### src/rtl/multicycle_ctrl_if.sv
// Control-unit bundle: instruction fields and memory status in, datapath selects and status out.
// master drives the instruction side; slave is the controller.
interface multicycle_ctrl_if;
    logic [6:0]  op;
    logic [2:0]  funct3;
    logic        funct7b5;
    logic        mem_ready;
    logic        pc_write;
    logic        ir_write;
    logic        adr_src;
    logic        reg_write;
    logic [1:0]  result_src;
    logic [1:0]  alu_src_a;
    logic [1:0]  alu_src_b;
    logic [1:0]  alu_op;
    logic        Imm_Src;
    logic        illegal;
    logic [15:0] retired;

    modport master (
        output op, funct3, funct7b5, mem_ready,
        input  pc_write, ir_write, adr_src, reg_write, result_src,
        input  alu_src_a, alu_src_b, alu_op, Imm_Src, illegal, retired
    );

    modport slave (
        input  op, funct3, funct7b5, mem_ready,
        output pc_write, ir_write, adr_src, reg_write, result_src,
        output alu_src_a, alu_src_b, alu_op, Imm_Src, illegal, retired
    );
endinterface

### src/rtl/multicycle_ctrl.sv
// Moore control FSM for a multicycle RV32 subset (lw, R-type, I-ALU, lui) with retire counter.
// Optional MEM_WAIT_EN: FETCH and MEMREAD stall until mem_ready.
module multicycle_ctrl (
    input  logic             clk,
    input  logic             rst,
    multicycle_ctrl_if.slave ctrl
);
    localparam int unsigned RetW = 16;

    localparam logic [6:0] OpLoad = 7'b0000011;
    localparam logic [6:0] OpReg  = 7'b0110011;
    localparam logic [6:0] OpImm  = 7'b0010011;
    localparam logic [6:0] OpLui  = 7'b0110111;

    typedef enum logic [3:0] {
        S_FETCH, S_DECODE, S_MEMADR, S_MEMREAD, S_MEMWB,
        S_EXECR, S_EXECI, S_LUI, S_ALUWB, S_TRAP
    } state_t;

    typedef struct packed {
        logic       pc_write;
        logic       ir_write;
        logic       adr_src;
        logic       reg_write;
        logic [1:0] result_src;
        logic [1:0] alu_src_a;
        logic [1:0] alu_src_b;
        logic [1:0] alu_op;
        logic       imm_src;
    } ctrl_t;

    function automatic state_t next_of(input state_t s, input logic [6:0] op, input logic ready);
        state_t n;
        n = S_TRAP;
        case (s)
            S_FETCH:   n = ready ? S_DECODE : S_FETCH;
            S_DECODE: begin
                case (op)
                    OpLoad:  n = S_MEMADR;
                    OpReg:   n = S_EXECR;
                    OpImm:   n = S_EXECI;
                    OpLui:   n = S_LUI;
                    default: n = S_TRAP;
                endcase
            end
            S_MEMADR:  n = S_MEMREAD;
            S_MEMREAD: n = ready ? S_MEMWB : S_MEMREAD;
            S_MEMWB:   n = S_FETCH;
            S_EXECR:   n = S_ALUWB;
            S_EXECI:   n = S_ALUWB;
            S_LUI:     n = S_ALUWB;
            S_ALUWB:   n = S_FETCH;
            default:   n = S_TRAP;
        endcase
        return n;
    endfunction

    // Per-state datapath control word; anything not set stays 0.
    function automatic ctrl_t ctrl_of(input state_t s);
        ctrl_t c;
        c = '0;
        case (s)
            S_FETCH: begin
                c.ir_write   = 1'b1;
                c.pc_write   = 1'b1;
                c.result_src = 2'b10;
                c.alu_src_b  = 2'b10;
            end
            S_DECODE: begin
                c.alu_src_a = 2'b01;
                c.alu_src_b = 2'b01;
            end
            S_MEMADR: begin
                c.alu_src_a = 2'b10;
                c.alu_src_b = 2'b01;
            end
            S_MEMREAD: c.adr_src = 1'b1;
            S_MEMWB: begin
                c.result_src = 2'b01;
                c.reg_write  = 1'b1;
            end
            S_EXECR: begin
                c.alu_src_a = 2'b10;
                c.alu_op    = 2'b10;
            end
            S_EXECI: begin
                c.alu_src_a = 2'b10;
                c.alu_src_b = 2'b01;
                c.alu_op    = 2'b10;
            end
            S_LUI: begin
                c.alu_src_a = 2'b11;
                c.alu_src_b = 2'b01;
                c.imm_src   = 1'b1;
            end
            S_ALUWB:  c.reg_write = 1'b1;
            default:  c = '0;
        endcase
        return c;
    endfunction

    state_t          r_state;
    ctrl_t           r_ctrl;
    logic            r_illegal;
    logic [RetW-1:0] r_retired;

    logic   w_mem_ok;
    state_t w_next;
    logic   w_retire;
    logic   w_unused_ok;

`ifdef MEM_WAIT_EN
    assign w_mem_ok = ctrl.mem_ready;
`else
    assign w_mem_ok = 1'b1;
`endif

    // funct fields belong to the ALU decoder; mem_ready matters only with stalls enabled.
    assign w_unused_ok = ^{ctrl.funct3, ctrl.funct7b5, ctrl.mem_ready};

    assign w_next   = next_of(r_state, ctrl.op, w_mem_ok);
    assign w_retire = (r_state == S_MEMWB) || (r_state == S_ALUWB);

    // Control word is registered against the state being entered, so it always matches r_state.
    always_ff @(posedge clk) begin
        if (rst) begin
            r_state   <= S_FETCH;
            r_ctrl    <= ctrl_of(S_FETCH);
            r_illegal <= 1'b0;
            r_retired <= '0;
        end else begin
            r_state <= w_next;
            r_ctrl  <= ctrl_of(w_next);
            if (w_next == S_TRAP) begin
                r_illegal <= 1'b1;
            end
            if (w_retire) begin
                r_retired <= r_retired + RetW'(1);
            end
        end
    end

    // Write enables are suppressed while reset is high and while a fetch is stalled.
    assign ctrl.pc_write   = r_ctrl.pc_write & ~rst & w_mem_ok;
    assign ctrl.ir_write   = r_ctrl.ir_write & ~rst & w_mem_ok;
    assign ctrl.reg_write  = r_ctrl.reg_write & ~rst;
    assign ctrl.adr_src    = r_ctrl.adr_src;
    assign ctrl.result_src = r_ctrl.result_src;
    assign ctrl.alu_src_a  = r_ctrl.alu_src_a;
    assign ctrl.alu_src_b  = r_ctrl.alu_src_b;
    assign ctrl.alu_op     = r_ctrl.alu_op;
    assign ctrl.Imm_Src    = r_ctrl.imm_src;
    assign ctrl.illegal    = r_illegal;
    assign ctrl.retired    = r_retired;
endmodule
### src/flat_wrapper.sv
// flat-port wrapper written by rule: the top's interface ports become plain ports
module multicycle_ctrl_flat 
  (clk, rst, ctrl_op, ctrl_funct3, ctrl_funct7b5, ctrl_mem_ready, ctrl_pc_write, ctrl_ir_write, ctrl_adr_src, ctrl_reg_write, ctrl_result_src, ctrl_alu_src_a, ctrl_alu_src_b, ctrl_alu_op, ctrl_Imm_Src, ctrl_illegal, ctrl_retired);
  multicycle_ctrl_if ctrl_i ();
  input  logic clk;
  input  logic rst;
  input wire logic [$bits(ctrl_i.op)-1:0] ctrl_op;
  input wire logic [$bits(ctrl_i.funct3)-1:0] ctrl_funct3;
  input wire logic [$bits(ctrl_i.funct7b5)-1:0] ctrl_funct7b5;
  input wire logic [$bits(ctrl_i.mem_ready)-1:0] ctrl_mem_ready;
  output wire logic [$bits(ctrl_i.pc_write)-1:0] ctrl_pc_write;
  output wire logic [$bits(ctrl_i.ir_write)-1:0] ctrl_ir_write;
  output wire logic [$bits(ctrl_i.adr_src)-1:0] ctrl_adr_src;
  output wire logic [$bits(ctrl_i.reg_write)-1:0] ctrl_reg_write;
  output wire logic [$bits(ctrl_i.result_src)-1:0] ctrl_result_src;
  output wire logic [$bits(ctrl_i.alu_src_a)-1:0] ctrl_alu_src_a;
  output wire logic [$bits(ctrl_i.alu_src_b)-1:0] ctrl_alu_src_b;
  output wire logic [$bits(ctrl_i.alu_op)-1:0] ctrl_alu_op;
  output wire logic [$bits(ctrl_i.Imm_Src)-1:0] ctrl_Imm_Src;
  output wire logic [$bits(ctrl_i.illegal)-1:0] ctrl_illegal;
  output wire logic [$bits(ctrl_i.retired)-1:0] ctrl_retired;
  assign ctrl_i.op = ctrl_op;
  assign ctrl_i.funct3 = ctrl_funct3;
  assign ctrl_i.funct7b5 = ctrl_funct7b5;
  assign ctrl_i.mem_ready = ctrl_mem_ready;
  assign ctrl_pc_write = ctrl_i.pc_write;
  assign ctrl_ir_write = ctrl_i.ir_write;
  assign ctrl_adr_src = ctrl_i.adr_src;
  assign ctrl_reg_write = ctrl_i.reg_write;
  assign ctrl_result_src = ctrl_i.result_src;
  assign ctrl_alu_src_a = ctrl_i.alu_src_a;
  assign ctrl_alu_src_b = ctrl_i.alu_src_b;
  assign ctrl_alu_op = ctrl_i.alu_op;
  assign ctrl_Imm_Src = ctrl_i.Imm_Src;
  assign ctrl_illegal = ctrl_i.illegal;
  assign ctrl_retired = ctrl_i.retired;
  multicycle_ctrl u_core (.clk(clk), .rst(rst), .ctrl(ctrl_i));
endmodule
### config.mk
export PLATFORM = sky130hd
export DESIGN_NAME = multicycle_ctrl_flat
export DESIGN_NICKNAME = d
export VERILOG_FILES = /design/src/rtl/multicycle_ctrl_if.sv /design/src/rtl/multicycle_ctrl.sv /design/src/flat_wrapper.sv
export SDC_FILE = /design/constraint.sdc
export NUM_CORES = 1
export LEC_CHECK = 0
export BUFFER_PORTS_ARGS = -buffer_cell sky130_fd_sc_hd__buf_2
export CAP_MARGIN = 10
export CORE_AREA = 2 2 57 59
export CTS_CLUSTER_DIAMETER = 150
export DETAILED_ROUTE_END_ITERATION = 12
export DIE_AREA = 0 0 59 61
export PLACE_DENSITY = 0.73
export SETUP_SLACK_MARGIN = 0.4
export SYNTH_ARGS = -nofsm -noshare
export SYNTH_HDL_FRONTEND = slang
export SYNTH_SLANG_ARGS = --single-unit
### constraint.sdc
create_clock -name clk -period 2.1 [get_ports clk]
set_input_delay 0.21 -clock clk [delete_from_list [all_inputs] [get_ports clk]]
set_output_delay 0.21 -clock clk [all_outputs]
set_load 0.1 [all_outputs]
Word-level counts from Yosys, hierarchy flattened. Index checks and enable logic that the tools add are counted.

Add/subtract/negate cells: 1. Equal/unequal tests: 21. Muxes and demuxes: 10. Bitwise logic cells: 4. Reductions and logical operators: 9.

Operators with widths (number): $eq 4x3->1 const B (8); $pmux 4 s6 (1); $add 16x1->16 const B (1); $eq 4x2->1 const B (4); $pmux 4 s4 (1); $eq 7x6->1 const B (2); $eq 4x4->1 const B (3); $eq 4x1->1 const B (2); $logic_not 4->1 (2); $pmux 2 s2 (2); $eq 7x2->1 const B (1); $eq 7x5->1 const B (1); $pmux 2 s3 (1); $reduce_or 2->1 (3); $reduce_or 3->1 (2); $mux 2 (2); $reduce_or 4->1 (1); $and 1x1->1 (3); $mux 1 (3); $logic_or 1x1->1 (1); $not 1->1 (1).

Bits in registers: 34. Output and inout bits: 30.

Depth between registers and ports, before layout. Gate-level depths: netlist of the first run.

Depth after elaboration: 6. Depth in mapped cells: 7.

Least setup slack after synthesis of the first run. Ideal clock, no wire load.

Kind: in2out. From: input rst. To: output ctrl_pc_write. Arrival: 2.253 ns. Slack: -0.363 ns. Stages: 3. Path buffers: 2. Cell sequence: clkbuf_1 nor2b_1 buf_4.

Cells in the longest elaborated chain, start to end: 2.

RTL lines: from (decl) (RTL line flat_wrapper.sv:6) `input logic rst;`; $not 1->1 (RTL line multicycle_ctrl.sv:144) `assign ctrl.pc_write = r_ctrl.pc_write & ~rst & w_mem_ok;`; $and 1x1->1 (RTL line multicycle_ctrl.sv:144); to (decl) (RTL line flat_wrapper.sv:11) `output wire logic [$bits(ctrl_i.pc_write)-1:0] ctrl_pc_write;`.

No other way between the ends.

Worst setup path in the final report of the first run.
From: register u_core.r_state[1]. To: register u_core.r_retired[9] (netlist: u_core.ctrl.retired[9]).

Cells in the longest elaborated chain, start to end: 2.

RTL lines: from (decl) (RTL line multicycle_ctrl.sv:102) `state_t r_state;`; from (signal assigned) (RTL line multicycle_ctrl.sv:132) `r_state <= w_next;`; $eq 4x3->1 or $eq 4x4->1 (tied branches) (RTL line multicycle_ctrl.sv:122) `assign w_retire = (r_state == S_MEMWB) || (r_state == S_ALUWB);`; $logic_or 1x1->1 * (RTL line multicycle_ctrl.sv:122); to (signal assigned) (RTL line multicycle_ctrl.sv:138) `r_retired <= r_retired + RetW'(1);`; to (decl) (RTL line multicycle_ctrl.sv:105) `logic [RetW-1:0] r_retired;`.

Mark *: on every way between the ends. The rest lies on a longest branch, timed or not. A chain may end at the register's enable or synchronous reset.

==> results by group, run 1 <==
Run status
  – Status: finished clean

Critical path
  – R2R depth: 5
  – Critical Path RT: approximately 2.3 ns
  – Cells along the critical path: or2_4 -> or4_4 -> buf_6 -> o21ai_0 -> a21oi_2
  – Worst-path maximum fanout: 6
  – Crit path capture type: flip-flop
  – Critical path's slowest cell: or4_4
  – Critical Path Start Type: flip-flop
  – Max incr delay on CP: around 0.53 ns
  – Data arrival, critical path: about 1.9 ns
  – Setup CP Type: reg2reg

Route
  – Vias per inst: 5.421
  – Drt initial violations: 25
  – Routed WL: 3077 µm
  – DRC viols: 0
  – Routed WL per cell: approximately 13 µm
  – Detail Route Antenna Nets: 0
  – DR pass1 iterations: 4
  – Routed vias: between 1000 and 1500

Clock network
  – Num CTS Buffers: 5
  – H-tree levels: 2
  – Clock transition at path regs: 0.09 ns
  – CTS root buf: clkbuf_4
  – CTS tree: built
  – Sink Count: 31
  – Clock latency on the worst-skew pair: between 0.3 and 0.4 ns
  – Clock buffer depth: 2

Placed design
  – Dpl cells: about 230
  – Hpwl dp: 2218 µm
  – Port bufs: 37
  – Gpl congestion: around 0.86
  – DP Worst Slack: between 0.15 and 0.2 ns

Power and ir drop
  – Pwr Density: approximately 620 nW/µm²
  – Tot Pwr: roughly 1100 µW
  – LEAKAGE: a little over 0.0008 µW
  – Worst vdd ir: between 0.3 and 0.4 mV

Logic synthesis
  – Post-synth ARST share: 0%
  – Synth Warn #: 0
  – Mapped Area: 1448 µm²
  – Avg Synthesized Cell Area: 8.466 µm²
  – Prevailing post-synth register cell: dfxtp_1
  – Post-Synthesis Cells: between 150 and 200
  – Syn nets: about 190
  – Sequential share of the synthesized area: between 40% and 50%
  – Post-synth EDFFs: 0
  – Synthesis-stage register bit count: 31
  – Cell variety after synth: slightly above 40

Final layout
  – Post-layout nets: 223
  – Layout cell share with drive strength beyond 1: ~40%
  – Area growth, synth to finish: 26.02%
  – Diodes inserted: 0
  – Non-filler cells, final: approximately 240

STA
  – Hold_ws: between 0.15 and 0.2 ns
  – Final period util: between 80% and 90%
  – Endpoints failing hold: 0
  – Max Freq: about 590 MHz
  – Final clock skew: 0.01125 ns
  – Max_slew headroom: 66.56%
  – Final-report max-slew violation count: 0
  – Final WS setup: 0.4178 ns
  – Final Critical Period: 1.682 ns
  – TNS Setup: 0 ns
  – RSZ-0062 raised after global routing: yes
  – Final setup fails: 0
  – Worst slew pin tran: between 0.4 and 0.5 ns

Run
  – Maxcap violations: 0

Global route
  – GRT Total Usage: between 15 and 20%
  – First-pass GRT wire length: 4926 µm
  – Initial antenna violation count: 0
  – Number of global-route vias before repair: 1226
  – Largest net degree at the start of global routing: 21
  – Grt ovf: 0

Die
  – Die Span X: approximately 60 µm
  – Starting density of the core: roughly half
  – # IOs: between 40 and 50
  – Core area: around 3000 µm²
  – Die Y: just over 60 µm
  – Die Footprint: around 3600 µm²
  – # rows: 20

Min path
  – HP Class: in2reg
  – Hold Path Depth: 3
-- stage by stage --
stage               area (µm²)  util (%)
floorplan                 1534         -
global placement          1678     56.82
detailed placement        1678     56.82
CTS                       1740     58.94
global route              1824     61.78
finish                    1824     61.78
-- worst max-delay path: cells and delay by family (launching register included) --
family	cells	cell delay, ns
simple gates	2	0.78
flops	1	0.33
compound gates	2	0.31
buf+inv	1	0.15
-- layer usage --
| layer | GRT usage, % | routed length [µm] | up-vias |
|---|---|---|---|
| met3 | 6.610 | 160 | 8 |
| li1 | - | - | 646 |
| met5 | 0 | 0 | - |
| met2 | 34.13 | 1644 | 39 |
| met4 | 10.39 | 58 | 0 |
| met1 | 17.94 | 1214 | 619 |
-- Yosys cell counts, drive strengths merged (2+ instances only) --
| cell | count | area share, % |
|---|---|---|
| and2 | 2 | 0.86 |
| nor2b | 3 | 1.3 |
| nand3 | 9 | 3.1 |
| nor3 | 7 | 2.4 |
| dfxtp | 31 | 43 |
| or2 | 2 | 0.86 |
| a21oi | 10 | 3.5 |
| xor2 | 4 | 2.4 |
| or3 | 3 | 1.3 |
| xnor2 | 10 | 6.0 |
| nand2b | 4 | 1.7 |
| o21ai | 5 | 1.7 |
| inv | 4 | 1.0 |
| a21o | 2 | 1.0 |
| clkbuf | 4 | 1.0 |
| nand4 | 4 | 1.7 |
| nor2 | 26 | 6.7 |
| nor3b | 2 | 1.0 |
| buf | 14 | 6.8 |
| nand2 | 7 | 1.8 |
-- path summary, 6_finish.rpt --
kind	slack, ns	endpoint	start
worst max-delay path	0.42	u_core.ctrl.retired[9]	u_core.r_state[1]
worst max register to register	0.42	u_core.ctrl.retired[9]	u_core.r_state[1]
worst min register to register	0.49	u_core.ctrl.illegal	u_core.ctrl.illegal
worst min-delay path	0.18	u_core.ctrl.Imm_Src	ctrl_op[2]
-- registers in the layout, summed over array words and instances (netlist names) --
name,cells
u_core.ctrl.result_src,1
u_core.ctrl.Imm_Src,1
u_core.ctrl.retired,16
u_core.ctrl.alu_src_a,2
u_core.ctrl.illegal,1
u_core.r_state,4
u_core.ctrl.alu_src_b,2
u_core.r_ctrl,2
u_core.ctrl.adr_src,1
u_core.ctrl.alu_op,1
-- kinds of logic after synthesis --
| family | synth area share [%] |
|---|---|
| AOI/OAI and AO/OA | 8.816 |
| xor gates and xnor gates | 8.470 |
| adders and majority gates | 0.8642 |
| buffers and inverters | 8.901 |
| DFF | 42.87 |
| muxes | 1.469 |
| other | 0.2590 |
| and+or+nand+nor | 28.35 |
-- cell usage in the layout, fill, tap and decap left out, drive strengths merged, types with 4 or more instances in the layout --
cell / count
nand2: 7
nand4: 4
buf: 48
xor2: 4
a21oi: 10
clkbuf: 8
nand3: 9
nand2b: 4
xnor2: 10
dfxtp: 31
nor3: 7
inv: 4
o21ai: 5
nor2: 26
-- final cells by class --
type,instances,area [µm²]
tap,33,41.29
clock buffer,8,48.80
timing repair buffer,48,275.3
sequential,31,670.6
fill,278,1129
inverter,4,15.01
multi-input combinational,118,773.2
-- timing repair --
item,in CTS,in global routing
hold buffers,0,0
setup buffers,0,6
gates resized for setup,7,10
setup endpoints to repair,9,8
pin swaps,0,5
-- power breakdown --
part	switching (µW)	total, µW	internal [µW]
Clock	188	321	133
Combinational	157	205	48.0
Sequential	8.37	598	589
Note: power is estimated with default switching activity, not from simulation.
==> run 2, diff against run 1 <==
clock period = 1.6 ns   (was 2.1 ns; I/O delays follow)
==> run 2 against run 1 <==
Effect of this change:
- the run now ends with setup timing left
- flip-flop and latch count stayed put
- clock-buffer cell count is 1 lower
- routed wire length is 32% higher
- sequential share of layout area is 9.3 points lower
- largest cell class unchanged
- cell area is 33% higher
- die area stayed put
==> results by group, run 2 (synthesized netlist as in run 1, its figures left out) <==
Critical path
  – Data arrival, critical path: 1.89 ns
  – Crit path capture type: flip-flop
  – Critical Path RT: 1.84 ns
  – Worst Path Buf+Inv: 0
  – CP Depth: 5
  – Worst-path maximum fanout: 8
  – Worst reg2reg path endpoint: u_core.ctrl.retired[15]
  – Critical Path Start Type: flip-flop
  – R2r setup slk: -0.05 ns
  – Worst r2r src: u_core.r_state[0]
  – Crit path from: u_core.r_state[0]
  – Critical path's slowest cell: or4_4
  – Setup CP Type: reg2reg
  – CP endpoint: u_core.ctrl.retired[15]
  – CP top delay family: simple AND/OR/NAND/NOR gates
  – Cells along the critical path: or2_1 -> or4_4 -> nor3_1 -> xnor2_1 -> nor2_1
  – Max incr delay on CP: approximately 0.54 ns
  – R2R depth: 5

Placed design
  – Gpl congestion: between 0.8 and 0.9
  – Dpl cells: about 240
  – Placed cell area: between 1500 and 2000 µm²
  – Hpwl dp: ~2300 µm
  – Port bufs: 37

Route
  – DR pass1 iterations: 4
  – Routed WL per cell: 15.19 µm
  – Drt initial violations: 102
  – Routed vias: 1426
  – DRC viols: 0
  – Routed WL: a little over 4000 µm
  – Vias per inst: about 5.3
  – Detail Route Antenna Nets: 0

Clock network
  – # hold bufs at CTS: 0
  – Clock transition at path regs: about 0.10 ns
  – H-tree levels: 2
  – CTS root buf: clkbuf_4
  – Num CTS Buffers: 5
  – Sink Count: 31
  – Clock latency on the worst-skew pair: between 0.3 and 0.4 ns
  – CTS tree: built
  – Clock buffer depth: 2

Global route
  – First-pass GRT wire length: roughly 5600 µm
  – GRT Total Usage: a little over a fifth
  – Grt ovf: 0
  – Number of global-route vias before repair: about 1300
  – Initial antenna violation count: 0
  – Largest net degree at the start of global routing: 29

Die
  – Starting density of the core: about half
  – Die Footprint: ~3600 µm²
  – Die Y: 61 µm
  – # IOs: 44
  – Core area: between 2000 and 3000 µm²
  – Die Span X: between 50 and 60 µm
  – # rows: 20

Final layout
  – Fillers: approximately 180
  – Flip-flop count of the largest register after layout: 16
  – Most frequent cells in the layout: buf_4 (31), buf_6 (24), nor2_1 (22), dfxtp_1 (13)
  – Layout cell share with drive strength beyond 1: 57.02%
  – Commonest non-fill, non-tap cell in the layout: buf_4
  – Fin util: between 80% and 90%
  – Area growth, synth to finish: 67.68%
  – Diodes inserted: 0
  – Layout Cell Area excl Fill: ~2400 µm²
  – Non-filler cells, final: 268
  – Post-layout nets: approximately 250

Power and ir drop
  – Clock Power Share: between 20% and 30%
  – Switching power total: around 540 µW
  – Net Sw Frac: 32.09%
  – P_int: 1134 µW
  – Worst vdd ir: slightly below 0.6 mV
  – Pwr Density: 688.1 nW/µm²
  – Gate power share: a little under a quarter
  – LEAKAGE: 0.001015 µW
  – Sequential share of power: a little under half

STA
  – Final clock skew: ~0.011 ns
  – RSZ-0062 raised after global routing: yes
  – Max_slew headroom: 61.90%
  – Max Freq: around 600 MHz
  – Worst slew pin tran: 0.5655 ns
  – Final-report max-slew violation count: 0
  – Final Critical Period: approximately 1.6 ns
  – Endpoints failing hold: 0
  – Final WS setup: -0.04937 ns
  – Final period util: 103.1%
  – Final setup fails: 4

Min path
  – HP Class: in2reg

Run status
  – Status: finished, violations left
  – Failing checks: setup timing

Run
  – Maxcap violations: 0
run 2: changes by cell type in the layout (fill, tap and decap cells not counted), moves of 4 or more:
cell / delta
buf_4: +22
buf_6: +22
a21oi_2: +5
a21oi_1: -5
nor2_1: -4
buf_2: -29
buf_12: +8
run 2: routing by layer:
layer	wire length (µm)	track usage, %	part of all wire (%)	vias to the layer above
met1	1681	23.75	41	674
met3	182	7.889	4.5	10
met4	108	9.740	2.7	0
met5	0	0	0	-
li1	-	-	-	698
met2	2098	37.62	52	44
run 2: power by group through the flow:
stage	Combinational (µW)	Clock, µW	Sequential [µW]
CTS	347	488	785
detailed placement	295	0	801
global route	410	526	788
global placement	292	0	800
finish	392	492	786
floorplan	218	0	840
run 2: worst min path at each step:
| stage | from | end | slack (ns) | depth (start not counted) |
|---|---|---|---|---|
| after floorplan | ctrl_op[2] | u_core.ctrl.Imm_Src | 0.31 | 2 |
| after CTS | ctrl_op[2] | u_core.ctrl.Imm_Src | 0.13 | 3 |
| after global routing | ctrl_op[2] | u_core.ctrl.Imm_Src | 0.13 | 3 |
| after global placement | u_core.ctrl.illegal | u_core.ctrl.illegal | 0.45 | 2 |
| final | ctrl_op[2] | u_core.ctrl.Imm_Src | 0.13 | 3 |
| after detailed placement | rst | u_core.r_state[1] | 0.47 | 3 |
run 2: tightest hold or removal path: cells and delay by family:
kind	cells	cell delay, ns
buffers and inverters	1	0.13
AND/OR/NAND/NOR	1	0.09
AO/OA/AOI/OAI	1	0.06
run 2: per-stage QoR:
step                      TNS (ns)  total power, µW  worst slack [ns]  hold WS, ns
final                      -0.1125             1670          -0.04937       0.1308
after global routing       -0.5933             1724           -0.1359       0.1287
after CTS                        0             1620          0.006386       0.1289
after detailed placement   -0.4744             1095           -0.1329       0.4700
after global placement     -0.3179             1092          -0.07729       0.4519
after floorplan             -1.126             1058           -0.1574       0.3088
run 2: area by class of cell:
type                    count  area (µm²)  share of cell area, %
multi-input cells         118       897.1                  36.96
repair buffers             74       748.2                  30.82
flip-flops and latches     31       665.6                  27.42
clock buffers               7       55.05                  2.268
well taps                  33       41.29                  1.701
inverters                   4       15.01                 0.6186
clock inverters             1       5.005                 0.2062
run 2: timing repair:
item                                    4_1_cts  5_1_grt
resized for setup                            67       42
pin swaps                                     9        9
endpoints found under the setup margin       56       46
hold endpoints to repair                      0        0
setup buffers                                 7       10
